### config.mk
export PLATFORM = sky130hd
export DESIGN_NAME = poly_diff_engine_disp_flat
export DESIGN_NICKNAME = d
export VERILOG_FILES = /design/src/rtl/poly_diff_engine_disp_if.sv /design/src/rtl/poly_diff_engine_disp.sv /design/src/flat_wrapper.sv
export SDC_FILE = /design/constraint.sdc
export NUM_CORES = 1
export LEC_CHECK = 0
export BUFFER_PORTS_ARGS = -buffer_cell sky130_fd_sc_hd__buf_2
export CAP_MARGIN = 25
export CORE_ASPECT_RATIO = 0.8
export CORE_MARGIN = 2
export CORE_UTILIZATION = 59
export CTS_CLUSTER_DIAMETER = 50
export CTS_CLUSTER_SIZE = 25
export DETAILED_ROUTE_END_ITERATION = 10
export PLACE_DENSITY = 0.88
export SYNTH_ARGS = -nofsm -noshare
export SYNTH_HDL_FRONTEND = slang
export SYNTH_SLANG_ARGS = --single-unit
### constraint.sdc
create_clock -name clk -period 2.8 [get_ports clk]
set_input_delay 0.14 -clock clk [delete_from_list [all_inputs] [get_ports clk]]
set_output_delay 0.14 -clock clk [all_outputs]
set_load 0.05 [all_outputs]
### src/rtl/poly_diff_engine_disp_if.sv
// Bus bundle for poly_diff_engine_disp: run request, table load port, status,
// held result and the multiplexed seven-segment drive.
interface poly_diff_engine_disp_if #(
    parameter int W      = 16,
    parameter int NW     = 6,
    parameter int DIGITS = W / 4
);
    logic [NW-1:0]     n;
    logic              start;
    logic              load_en;
    logic [2:0]        load_idx;
    logic [W-1:0]      load_data;
    logic              busy;
    logic              done_tick;
    logic              overflow;
    logic [W-1:0]      result;
    logic [DIGITS-1:0] an;
    logic [7:0]        sseg;

    modport master (
        output n, start, load_en, load_idx, load_data,
        input  busy, done_tick, overflow, result, an, sseg
    );

    modport slave (
        input  n, start, load_en, load_idx, load_data,
        output busy, done_tick, overflow, result, an, sseg
    );
endinterface

### src/rtl/poly_diff_engine_disp.sv
// Finite-difference polynomial evaluator with hex seven-segment display.
// Optional macro LEADING_ZERO_BLANK_EN blanks leading zero digits.
//
// state | meaning
// IDLE  | waiting for start; table writable
// INIT  | copy table into working registers, clear overflow
// ITER  | one difference-propagation step per cycle
// DONE  | result captured, done_tick high
module poly_diff_engine_disp #(
    parameter int W            = 16,
    parameter int ORDER        = 3,
    parameter int NW           = 6,
    parameter int REFRESH_BITS = 17
) (
    input  logic                   clk,
    input  logic                   reset,
    poly_diff_engine_disp_if.slave bus
);
    localparam int DIGITS   = W / 4;
    localparam int SEL_BITS = (DIGITS > 1) ? $clog2(DIGITS) : 1;

    typedef enum logic [1:0] {IDLE, INIT, ITER, DONE} state_t;

    state_t                  state, state_nx;
    logic [W-1:0]            tbl [ORDER+1];
    logic [W-1:0]            w   [ORDER+1];
    logic [W:0]              sum [ORDER];
    logic                    carry;
    logic [NW-1:0]           cnt;
    logic [W-1:0]            result_q;
    logic                    overflow_q;
    logic [REFRESH_BITS-1:0] rcnt;
    logic [SEL_BITS-1:0]     sel;
    logic [3:0]              nib;
    logic [DIGITS-1:0]       an_c;
    logic [7:0]              seg_c;

    always_ff @(posedge clk or negedge reset) begin
        if (!reset) state <= IDLE;
        else        state <= state_nx;
    end

    always_comb begin
        state_nx = state;
        case (state)
            IDLE:    if (bus.start) state_nx = INIT;
            INIT:    state_nx = (cnt == '0) ? DONE : ITER;
            ITER:    if (cnt == NW'(1)) state_nx = DONE;
            DONE:    state_nx = IDLE;
            default: state_nx = IDLE;
        endcase
    end

    // All stages add in parallel from pre-edge values; carry from any stage flags overflow.
    always_comb begin
        carry = 1'b0;
        for (int i = 0; i < ORDER; i++) begin
            sum[i] = {1'b0, w[i]} + {1'b0, w[i+1]};
            carry  = carry | sum[i][W];
        end
    end

    always_ff @(posedge clk or negedge reset) begin
        if (!reset) begin
            for (int i = 0; i <= ORDER; i++) begin
                tbl[i] <= (i == 1 || i == 2) ? W'(i) : '0;
                w[i]   <= '0;
            end
            cnt        <= '0;
            result_q   <= '0;
            overflow_q <= 1'b0;
        end else begin
            case (state)
                IDLE: begin
                    if (bus.load_en) begin
                        for (int i = 0; i <= ORDER; i++)
                            if (bus.load_idx == 3'(i)) tbl[i] <= bus.load_data;
                    end
                    if (bus.start) cnt <= bus.n;
                end
                INIT: begin
                    for (int i = 0; i <= ORDER; i++) w[i] <= tbl[i];
                    overflow_q <= 1'b0;
                    if (cnt == '0) result_q <= tbl[0];
                end
                ITER: begin
                    for (int i = 0; i < ORDER; i++) w[i] <= sum[i][W-1:0];
                    cnt <= cnt - NW'(1);
                    if (carry) overflow_q <= 1'b1;
                    if (cnt == NW'(1)) result_q <= sum[0][W-1:0];
                end
                default: ;
            endcase
        end
    end

    assign bus.busy      = (state != IDLE);
    assign bus.done_tick = (state == DONE);
    assign bus.overflow  = overflow_q;
    assign bus.result    = result_q;

    always_ff @(posedge clk or negedge reset) begin
        if (!reset) rcnt <= '0;
        else        rcnt <= rcnt + 1'b1;
    end

    assign sel = rcnt[REFRESH_BITS-1 -: SEL_BITS];
    assign nib = result_q[{sel, 2'b00} +: 4];

`ifdef LEADING_ZERO_BLANK_EN
    logic [SEL_BITS-1:0] msn;

    always_comb begin
        msn = '0;
        for (int d = 1; d < DIGITS; d++)
            if (result_q[4*d +: 4] != 4'h0) msn = SEL_BITS'(d);
    end
`endif

    always_comb begin
        an_c      = '1;
        an_c[sel] = 1'b0;
        seg_c     = 8'hFF;
        case (nib)
            4'h0: seg_c = 8'hC0;
            4'h1: seg_c = 8'hF9;
            4'h2: seg_c = 8'hA4;
            4'h3: seg_c = 8'hB0;
            4'h4: seg_c = 8'h99;
            4'h5: seg_c = 8'h92;
            4'h6: seg_c = 8'h82;
            4'h7: seg_c = 8'hF8;
            4'h8: seg_c = 8'h80;
            4'h9: seg_c = 8'h90;
            4'hA: seg_c = 8'h88;
            4'hB: seg_c = 8'h83;
            4'hC: seg_c = 8'hC6;
            4'hD: seg_c = 8'hA1;
            4'hE: seg_c = 8'h86;
            4'hF: seg_c = 8'h8E;
            default: seg_c = 8'hFF;
        endcase
`ifdef LEADING_ZERO_BLANK_EN
        if (sel > msn) begin
            an_c  = '1;
            seg_c = 8'hFF;
        end
`endif
    end

    assign bus.an   = an_c;
    assign bus.sseg = seg_c;
endmodule

### src/flat_wrapper.sv
// flat-port wrapper written by rule: the top's interface ports become plain ports
module poly_diff_engine_disp_flat 
#(
    parameter int W            = 16,
    parameter int ORDER        = 3,
    parameter int NW           = 6,
    parameter int REFRESH_BITS = 17
)
  (clk, reset, bus_n, bus_start, bus_load_en, bus_load_idx, bus_load_data, bus_busy, bus_done_tick, bus_overflow, bus_result, bus_an, bus_sseg);
  poly_diff_engine_disp_if #(.W(W), .NW(NW)) bus_i ();
  input  logic clk;
  input  logic reset;
  input wire logic [$bits(bus_i.n)-1:0] bus_n;
  input wire logic [$bits(bus_i.start)-1:0] bus_start;
  input wire logic [$bits(bus_i.load_en)-1:0] bus_load_en;
  input wire logic [$bits(bus_i.load_idx)-1:0] bus_load_idx;
  input wire logic [$bits(bus_i.load_data)-1:0] bus_load_data;
  output wire logic [$bits(bus_i.busy)-1:0] bus_busy;
  output wire logic [$bits(bus_i.done_tick)-1:0] bus_done_tick;
  output wire logic [$bits(bus_i.overflow)-1:0] bus_overflow;
  output wire logic [$bits(bus_i.result)-1:0] bus_result;
  output wire logic [$bits(bus_i.an)-1:0] bus_an;
  output wire logic [$bits(bus_i.sseg)-1:0] bus_sseg;
  assign bus_i.n = bus_n;
  assign bus_i.start = bus_start;
  assign bus_i.load_en = bus_load_en;
  assign bus_i.load_idx = bus_load_idx;
  assign bus_i.load_data = bus_load_data;
  assign bus_busy = bus_i.busy;
  assign bus_done_tick = bus_i.done_tick;
  assign bus_overflow = bus_i.overflow;
  assign bus_result = bus_i.result;
  assign bus_an = bus_i.an;
  assign bus_sseg = bus_i.sseg;
  poly_diff_engine_disp #(.W(W), .ORDER(ORDER), .NW(NW), .REFRESH_BITS(REFRESH_BITS)) u_core (.clk(clk), .reset(reset), .bus(bus_i));
endmodule
==> results of run 1 <==
[layout make-up]
type / instances / area (µm²)
multi-input combinational: 678 / 5100
fill: 1152 / 4980
sequential: 170 / 4260
timing repair buffer: 82 / 532
clock buffer: 18 / 439
tap: 215 / 269
clock inverter: 14 / 185
inverter: 22 / 82.6
[cell families after synthesis]
group	count (synthesis)
other	1
adders and majority gates	64
and+or+nand+nor	229
xor gates and xnor gates	50
DFF	170
AOI/OAI and AO/OA	209
buffers and inverters	61
muxes	125
[worst max-delay path by stage]
stage,startpoint,endpoint,slack (ns),cells after the start
final,u_core.rcnt[15]$_DFF_PN0_,bus_sseg[3],0.09,8
after global routing,u_core.rcnt[15]$_DFF_PN0_,bus_sseg[3],-0.05,8
after CTS,u_core.rcnt[15]$_DFF_PN0_,bus_sseg[3],0.05,8
after detailed placement,u_core.w[17]$_DFFE_PN0P_,u_core.w[29]$_DFFE_PN0P_,0.19,8
after global placement,u_core.w[17]$_DFFE_PN0P_,u_core.w[31]$_DFFE_PN0P_,0.28,8
after floorplan,u_core.bus.result[14]$_DFFE_PN0P_,bus_sseg[6],0.1,4
[cells in the mapped netlist (2+ instances only)]
library cell	number	area, µm²
nor2b_1	20	125
a21o_1	19	143
xor2_1	15	131
o31ai_1	3	22.5
a21boi_0	2	15.0
a22o_1	2	17.5
nand3_1	23	115
nand2_1	43	161
o211a_1	2	20.0
or3_1	9	56.3
a31oi_1	12	75.1
xnor2_1	35	307
ha_1	61	763
nand2b_1	14	87.6
a21oi_1	78	390
or2_2	3	18.8
clkbuf_1	28	105
buf_1	6	22.5
mux2_2	89	1000
o21ai_0	37	185
o2111ai_1	2	17.5
nand4b_1	2	17.5
nor3_1	10	50.1
fa_1	3	60.1
nand4_1	4	25.0
mux4_2	4	90.1
o21a_1	10	75.1
o22ai_1	4	25.0
buf_2	4	20.0
a311o_1	3	30.0
o21bai_1	9	67.6
mux2i_1	32	320
a221oi_1	5	43.8
inv_1	22	82.6
nor2_1	82	308
dfrtp_1	168	4200
a31o_2	4	35.0
dfstp_2	2	52.6
a311oi_1	2	17.5
o221ai_1	2	17.5
a41oi_1	2	17.5
and3_1	10	62.6
nor4_1	4	25.0
[power breakdown]
part	leakage, nW	switching, mW	total [mW]	internal, mW
combinational	2.69	5.06	8.69	3.64
clock	0.296	1.04	2.49	1.45
sequential	2.14	0.837	4.30	3.47
total	5.12	6.94	15.5	8.55
[stage by stage]
step	hold slack, ns	setup TNS, ns	power (mW)	setup slack, ns	std cells
after floorplan	-0.156	0	10.8	0.0993	909
after global placement	0.134	0	12.4	0.278	1158
after detailed placement	0.131	0	12.8	0.192	1158
after CTS	0.000652	0	15.4	0.0507	1194
after global routing	0.0182	-0.0452	16.6	-0.0452	1199
final	0.00299	0	15.5	0.0892	1199
[state kept, by name, indices dropped and copies added, names as in the netlist]
| register | flops |
|---|---|
| u_core.bus.result | 16 |
| u_core.cnt | 6 |
| u_core.state | 2 |
| u_core.bus.overflow | 1 |
| u_core.w | 64 |
| u_core.tbl | 64 |
| u_core.rcnt | 17 |
[metal layers]
metal	wire length, µm	vias up	track usage [%]	share of wire [%]
met5	0	-	0	0
met3	1210	33	5.08	5.6
li1	-	3417	-	-
met2	9990	225	40.0	46
met1	10200	3575	38.3	47
met4	297	0	5.58	1.4
[worst max-delay path, cell delays in order (launching register included)]
cell and delay, ns:
dfrtp_2 0.43, mux4_2 0.60, inv_1 0.13, ha_1 0.26, nor2_1 0.08, a21oi_1 0.11, nor2_1 0.06, a31oi_1 0.19
clkbuf_4 0.27
[timing repair]
item                                    in CTS  in global routing
resized for setup                            1                  1
hold buffers                                 4                  0
setup buffers                                0                  5
hold endpoints to repair                    59                  0
endpoints found under the setup margin       1                  1
==> flow_metrics.py, run 1 <==
metrics = {
    "sta": {
        "slew_headroom_pct": 60.5,
        "finalCritPeriodShare_pct": 96.8,
        "setup-violations-final": 0,
        "hold_viol": 0,
        "timing.clock.skew_ns": 0.00829,
        "drv_slew": 0,
        "fin_crit_ns": 2.71,
        "fmax_mhz": 369,
        "worstMarginPinSlew_ns": 0.588,
    },
    "cells_and_area": {
        "insertedDiodeCount": 0,
        "fin_nets": 1064,
        "final_common_cell": "dfrtp_1",
        "areaGrowthSynthToFinish_pct": 13.4,
        "layout_common_cells": "167 x dfrtp_1, 89 x mux2_2, 82 x nor2_1, 78 x a21oi_1, 59 x ha_1",
        "design_area_mm2": 0.0109,
        "fin_util_pct": 68.6,
        "drive_above_1_share_pct": 22.1,
    },
    "synth": {
        "synth_nets": 1002,
        "netlist-cell-type-count": 61,
        "ys_seq_elements": 170,
        "ys_warn_count": 0,
        "netlist_instances": 909,
        "yosys.area_share.simple_pct": 11.4,
        "synth_edf_count": 0,
        "syn-cell-area_mm2": 0.00958,
        "synth_compound_area_share_pct": 13.7,
        "synth.avg_cell_area_um2": 10.5,
        "synth_top_family_by_area": "multiplexers",
        "async_flop_share_pct": 100,
        "muxShareOfSynthArea_pct": 14.7,
        "synth-xor-area-share_pct": 4.57,
        "yosysSeqAreaShare_pct": 44.4,
        "synth_ff_type": "dfrtp_1",
        "post_synth_fa_ha_maj_area_fraction_pct": 8.59,
    },
    "setup_path": {
        "r2r_cells": 10,
        "crit_fanout": 6,
        "worstPathArrival_ns": 2.57,
        "timing.rr.start": "u_core.w[32]$_DFFE_PN0P_",
        "cp-end-kind": "output pin",
        "critPathLaunchType": "flip-flop",
        "required_ns": 2.66,
        "ff2ff_setup_slack_ns": 0.15,
        "crit_type": "flip-flop to output pin",
        "regToRegEndpoint": "u_core.w[62]$_DFFE_PN0P_",
    },
    "pwr": {
        "powerDensity_mw_per_mm2": 1430,
        "ir_drop_uv": 900,
        "p_leak_nw": 5.12,
    },
    "route": {
        "drt-vias-per-instance": 6.05,
        "antenna_left": 0,
        "drc": 0,
        "vias": 7250,
        "firstDrtPassIters": 5,
        "totalWireLength_mm": 21.7,
        "drt_iter0_markers": 498,
        "wl_per_cell_um": 18.1,
    },
    "placed_design": {
        "portBuffers": 58,
        "detailed_place.area_mm2": 0.0102,
        "hpwl_mm": 15.1,
        "gp_congestion": 0.944,
    },
    "clock_network": {
        "numCtsBuffers": 17,
        "cts_tree": "yes",
        "clk_path_buf_depth": 2,
        "clock_latency_ns": 0.43,
        "clock_sinks": 170,
        "root_buffer": "clkbuf_16",
        "clk_pin_slew_ns": 0.07,
        "cts.htree.levels": 4,
    },
    "die": {
        "die_w_um": 146,
        "dieArea_mm2": 0.0173,
        "rows": 41,
        "coreArea_mm2": 0.0159,
        "start_util_pct": 60.4,
        "die_y_um": 118,
        "num_io_pins": 60,
    },
    "global_route": {
        "antenna_found_initial": 0,
        "grt_max_degree": 74,
        "grt_pass1_vias": 7025,
        "grt_usage_pct": 25.9,
        "grt_pass1_wl_mm": 35.9,
        "grt_remaining_overflow": 0,
    },
    "hold_path": {
        "whs_path_depth": 3,
        "hold_class": "input port to flip-flop",
        "hold_path.startpoint": "bus_n[4]",
        "hold_path_end": "u_core.cnt[4]$_DFFE_PN0P_",
    },
    "run_status": {
        "outcome": "finished clean",
    },
    "run": {
        "max_cap_viol_count": 0,
    },
}
Note: power is estimated with default switching activity, not from simulation.
==> inputs of run 2 (changes only) <==
Settings changed: PLACE_DENSITY 0.88 to 0.84.
==> run 2 against run 1 <==
Net effect: critical path depth is 1 lower; register-to-register slack better by 0.10 ns; critical endpoint unchanged; final cell count is 0.25% lower; total power is 0.76% lower; clock skew is 0.0037 ns higher; non-clock buffer count is 3 lower; via count is 2.3% lower; combinational power is 0.9% lower; sequential power hardly changed; routed wire length is 3.5% lower; largest power group unchanged.
==> flow_metrics.py, run 2 (synthesis gave the netlist of run 1 again) <==
metrics = {
    "sta": {
        "fin_tns_setup_ns": 0,
        "hold_viol": 0,
        "setup-violations-final": 0,
        "finalCritPeriodShare_pct": 93.6,
        "fmax_mhz": 382,
        "timing.clock.skew_ns": 0.0120,
        "slew_headroom_pct": 61.5,
        "fin_crit_ns": 2.62,
        "rsz0062_at_grt": "no",
        "worstMarginPinSlew_ns": 0.577,
        "drv_slew": 0,
    },
    "setup_path": {
        "endpoint": "bus_sseg[3]",
        "required_ns": 2.66,
        "regToRegEndpoint": "u_core.w[60]$_DFFE_PN0P_",
        "startpoint": "u_core.rcnt[15]$_DFF_PN0_",
        "ff2ff_setup_slack_ns": 0.25,
        "timing.rr.start": "u_core.w[32]$_DFFE_PN0P_",
        "cp-end-kind": "output pin",
        "worstPathArrival_ns": 2.48,
        "critPathLaunchType": "flip-flop",
        "crit_fanout": 6,
        "r2r_cells": 10,
        "crit_type": "flip-flop to output pin",
    },
    "cells_and_area": {
        "areaGrowthSynthToFinish_pct": 13.4,
        "fin_nets": 1061,
        "top_regs": "u_core.tbl: 64 flops, u_core.w: 64 flops, u_core.rcnt: 17 flops",
        "final_common_cell": "dfrtp_1",
        "insertedDiodeCount": 0,
        "design_area_mm2": 0.0109,
        "drive_above_1_share_pct": 21.9,
        "layout_common_cells": "167 x dfrtp_1, 89 x mux2_2, 82 x nor2_1, 78 x a21oi_1, 58 x ha_1",
        "final.fill_count": 1131,
    },
    "route": {
        "drt-vias-per-instance": 5.92,
        "totalWireLength_mm": 21.0,
        "drt_iter0_markers": 525,
        "antenna_left": 0,
        "firstDrtPassIters": 5,
        "drc": 0,
        "vias": 7083,
        "wl_per_cell_um": 17.5,
    },
    "global_route": {
        "grt_max_degree": 77,
        "grt_usage_pct": 25.6,
        "grt_pass1_wl_mm": 35.2,
        "grt_remaining_overflow": 0,
        "grt_pass1_vias": 6975,
        "antenna_found_initial": 0,
    },
    "clock_network": {
        "cts_tree": "yes",
        "numCtsBuffers": 17,
        "clock_latency_ns": 0.44,
        "clk_pin_slew_ns": 0.07,
        "cts.htree.levels": 4,
        "clk_path_buf_depth": 2,
        "clock_sinks": 170,
        "root_buffer": "clkbuf_16",
    },
    "placed_design": {
        "hpwl_mm": 14.9,
        "portBuffers": 58,
        "detailed_place.area_mm2": 0.0102,
        "gp_congestion": 0.938,
    },
    "die": {
        "num_io_pins": 60,
        "die_w_um": 146,
        "dieArea_mm2": 0.0173,
        "start_util_pct": 60.4,
        "rows": 41,
        "coreArea_mm2": 0.0159,
        "die_y_um": 118,
    },
    "hold_path": {
        "hold_class": "input port to flip-flop",
    },
    "pwr": {
        "powerDensity_mw_per_mm2": 1410,
        "ir_drop_uv": 730,
        "p_leak_nw": 5.10,
    },
    "run": {
        "max_cap_viol_count": 0,
    },
    "run_status": {
        "outcome": "finished clean",
    },
}
-- run 2: cell count changes in the layout (fill, tap and decap cells not counted), sizes merged --
cell,delta
buf,-4
dlygate4sd3,+1
dlymetal6s2s,-1
clkinv,+3
clkinvlp,-2
-- run 2: layout make-up --
class | count | area (µm²) | area share [%]
clock inverters | 15 | 189 | 1.74
flip-flops and latches | 170 | 4260 | 39.2
well taps | 215 | 269 | 2.48
clock buffers | 17 | 425 | 3.91
inverters | 22 | 82.6 | 0.760
multi-input cells | 678 | 5110 | 47.1
repair buffers | 79 | 529 | 4.87
-- run 2: per-layer routing --
metal  up-vias  global-route usage (%)  share of wire [%]  wire [µm]
li1       3395                       -                  -          -
met1      3473                    37.8                 49      10300
met4         0                    6.61                1.2        247
met2       192                    39.1                 44       9320
met3        23                    4.88                5.1       1080
met5         -                       0                  0          0
-- run 2: how the worst min path moves through the flow --
stage / startpoint / depth (start not counted) / slack [ns] / to
floorplan: reset / 0 / -0.16 / u_core.bus.overflow$_DFFE_PN0P_
global placement: reset / 1 / 0.13 / u_core.cnt[3]$_DFFE_PN0P_
detailed placement: reset / 1 / 0.14 / u_core.cnt[3]$_DFFE_PN0P_
CTS: bus_load_data[1] / 2 / 0.008 / u_core.tbl[33]$_DFFE_PN0P_
global route: bus_load_data[1] / 2 / 0.02 / u_core.tbl[49]$_DFFE_PN0P_
finish: bus_load_data[14] / 3 / 0.02 / u_core.tbl[46]$_DFFE_PN0P_
-- run 2: report_power, final --
group	switching [mW]	leakage, nW	internal [mW]
Clock	1.06	0.301	1.42
Sequential	0.814	2.14	3.47
Combinational	4.96	2.66	3.65
Total	6.84	5.10	8.54
-- run 2: critical path, stage by stage, from the launching register on --
cell      delay, ns
dfrtp_2        0.44
mux4_2         0.58
inv_1          0.18
ha_1           0.27
a21oi_1        0.13
nor2_1         0.06
a31oi_1        0.13
clkbuf_4       0.25
-- run 2: per-stage QoR --
step	power, mW	setup slack [ns]	utilization, %	hold WS (ns)	cells
2_1_floorplan	10.8	0.0993	-	-0.156	909
3_3_place_gp	12.4	0.276	64.2	0.132	1156
3_5_place_dp	12.7	0.251	64.2	0.136	1156
4_1_cts	15.3	0.0122	68.4	0.00767	1193
5_1_grt	16.6	0.00436	68.6	0.0178	1196
6_report	15.4	0.180	68.6	0.0231	1196
-- run 2: what timing repair did --
item / 4_1_cts / 5_1_grt
gates cloned: 0 / 0
buffers inserted: 0 / 3
resized for setup: 1 / 2
hold buffers: 5 / 0
endpoints found under the hold margin: 62 / 0
setup endpoints to repair: 1 / 1
==> inputs of run 3 (changes only) <==
--- a/constraint.sdc
+++ b/constraint.sdc
@@ -3,2 +3,2 @@
 set_output_delay 0.14 -clock clk [all_outputs]
-set_load 0.05 [all_outputs]
+set_load 0.1 [all_outputs]
==> run 3 against run 2 <==
Net effect: first-iteration DRC count shrank 2.7%; utilization is essentially flat; final cell count grew 0.42%; clock-buffer cell count is the same; sequential cell count is the same; hold slack gained 0.010 ns; via count grew 0.62%; clock skew shrank 0.0042 ns; cell area is essentially flat; worst setup slack lost 0.057 ns; fmax shrank 2.1%; critical path depth is the same.
==> flow_metrics.py, run 3 (synthesis gave the netlist of run 1 again) <==
metrics = {
    "cells_and_area": {
        "layout_common_cells": "167 x dfrtp_1, 89 x mux2_2, 82 x nor2_1, 78 x a21oi_1, 58 x ha_1",
        "fin_nets": 1066,
        "drive_above_1_share_pct": 22.7,
        "final.fill_count": 1154,
        "insertedDiodeCount": 0,
        "top_regs": "u_core.tbl: 64 flops, u_core.w: 64 flops, u_core.rcnt: 17 flops",
        "design_area_mm2": 0.0109,
        "areaGrowthSynthToFinish_pct": 13.5,
        "fin_util_pct": 68.6,
        "final_common_cell": "dfrtp_1",
    },
    "setup_path": {
        "crit_fanout": 8,
        "worstPathArrival_ns": 2.54,
        "crit_type": "flip-flop to output pin",
        "required_ns": 2.66,
        "critPathLaunchType": "flip-flop",
        "cp-end-kind": "output pin",
        "timing.rr.start": "u_core.w[32]$_DFFE_PN0P_",
        "regToRegEndpoint": "u_core.bus.overflow$_DFFE_PN0P_",
        "r2r_cells": 10,
        "ff2ff_setup_slack_ns": 0.23,
    },
    "die": {
        "dieArea_mm2": 0.0173,
        "die_y_um": 118,
        "rows": 41,
        "num_io_pins": 60,
        "die_w_um": 146,
        "start_util_pct": 60.4,
        "coreArea_mm2": 0.0159,
    },
    "sta": {
        "setup-violations-final": 0,
        "drv_slew": 0,
        "timing.clock.skew_ns": 0.00777,
        "setup_slack_ns": 0.123,
        "fin_tns_setup_ns": 0,
        "rsz0062_at_grt": "no",
        "slew_headroom_pct": 56.7,
        "finalCritPeriodShare_pct": 95.6,
        "worstMarginPinSlew_ns": 0.649,
        "fin_crit_ns": 2.68,
        "hold_viol": 0,
        "fmax_mhz": 374,
    },
    "clock_network": {
        "numCtsBuffers": 17,
        "root_buffer": "clkbuf_16",
        "clock_latency_ns": 0.44,
        "cts.htree.levels": 4,
        "clk_pin_slew_ns": 0.06,
        "cts_tree": "yes",
        "clock_sinks": 170,
        "clk_path_buf_depth": 2,
    },
    "route": {
        "drt-vias-per-instance": 5.93,
        "firstDrtPassIters": 5,
        "wl_per_cell_um": 18.0,
        "drt_iter0_markers": 511,
        "drc": 0,
        "vias": 7127,
        "antenna_left": 0,
        "totalWireLength_mm": 21.7,
    },
    "global_route": {
        "grt_max_degree": 65,
        "grt_remaining_overflow": 0,
        "grt_pass1_wl_mm": 35.9,
        "grt_pass1_vias": 7039,
        "antenna_found_initial": 0,
        "grt_usage_pct": 26.1,
    },
    "placed_design": {
        "gp_congestion": 0.898,
        "place_ws_ns": 0.244,
        "detailed_place.area_mm2": 0.0102,
        "hpwl_mm": 15.4,
        "portBuffers": 58,
    },
    "run_status": {
        "outcome": "finished clean",
    },
    "hold_path": {
        "hold_path.startpoint": "bus_n[5]",
        "hold_class": "input port to flip-flop",
        "whs_path_depth": 3,
        "hold_path_end": "u_core.cnt[5]$_DFFE_PN0P_",
    },
    "run": {
        "max_cap_viol_count": 0,
    },
}
[run 3: stage by stage]
| step | hold WS [ns] | std cells |
|---|---|---|
| floorplan | -0.156 | 909 |
| global placement | 0.149 | 1161 |
| detailed placement | 0.151 | 1161 |
| CTS | 0.00485 | 1199 |
| global route | 0.0244 | 1201 |
| finish | 0.0335 | 1201 |
[run 3: what timing repair did]
item                                    in CTS  in global routing
buffers inserted                             0                  2
resized for setup                            2                  2
hold buffers                                 6                  0
endpoints found under the hold margin       70                  0
endpoints found under the setup margin       5                  3
[run 3: area by class of cell]
| cell class | instances | area [µm²] | share of cell area, % |
|---|---|---|---|
| multi-input combinational | 678 | 5140 | 47.3 |
| sequential | 170 | 4260 | 39.2 |
| timing repair buffer | 84 | 552 | 5.07 |
| clock buffer | 17 | 425 | 3.91 |
| tap | 215 | 269 | 2.47 |
| clock inverter | 15 | 143 | 1.31 |
| inverter | 22 | 82.6 | 0.759 |
[run 3: critical path, stage by stage, from the launching register on]
cell	delay, ns
dfrtp_2	0.46
mux4_2	0.58
inv_1	0.18
ha_1	0.28
a21oi_1	0.14
nor2_1	0.08
a31oi_4	0.18
buf_12	0.19
[run 3: worst max-delay path by stage]
stage                          endpoint  cells after the start                             start  slack [ns]
3_3_place_gp   u_core.w[31]$_DFFE_PN0P_                      8          u_core.w[17]$_DFFE_PN0P_        0.29
2_1_floorplan               bus_sseg[0]                      5  u_core.bus.result[7]$_DFFE_PN0P_        -0.1
6_report                    bus_sseg[3]                      7         u_core.rcnt[15]$_DFF_PN0_        0.12
4_1_cts                     bus_sseg[3]                      8         u_core.rcnt[15]$_DFF_PN0_        0.02
3_5_place_dp   u_core.w[29]$_DFFE_PN0P_                      8          u_core.w[17]$_DFFE_PN0P_        0.24
5_1_grt                     bus_sseg[3]                      8         u_core.rcnt[15]$_DFF_PN0_       0.006
[run 3: metal layers]
layer | wire, µm | track usage, %
met5 | 0 | 0
met4 | 419 | 7.89
met3 | 1010 | 5.93
met2 | 9840 | 40.4
met1 | 10400 | 37.0
Power of run 3 is not shown: default switching activity piles up to over one toggle a cycle in this logic, so the estimate is an artifact.
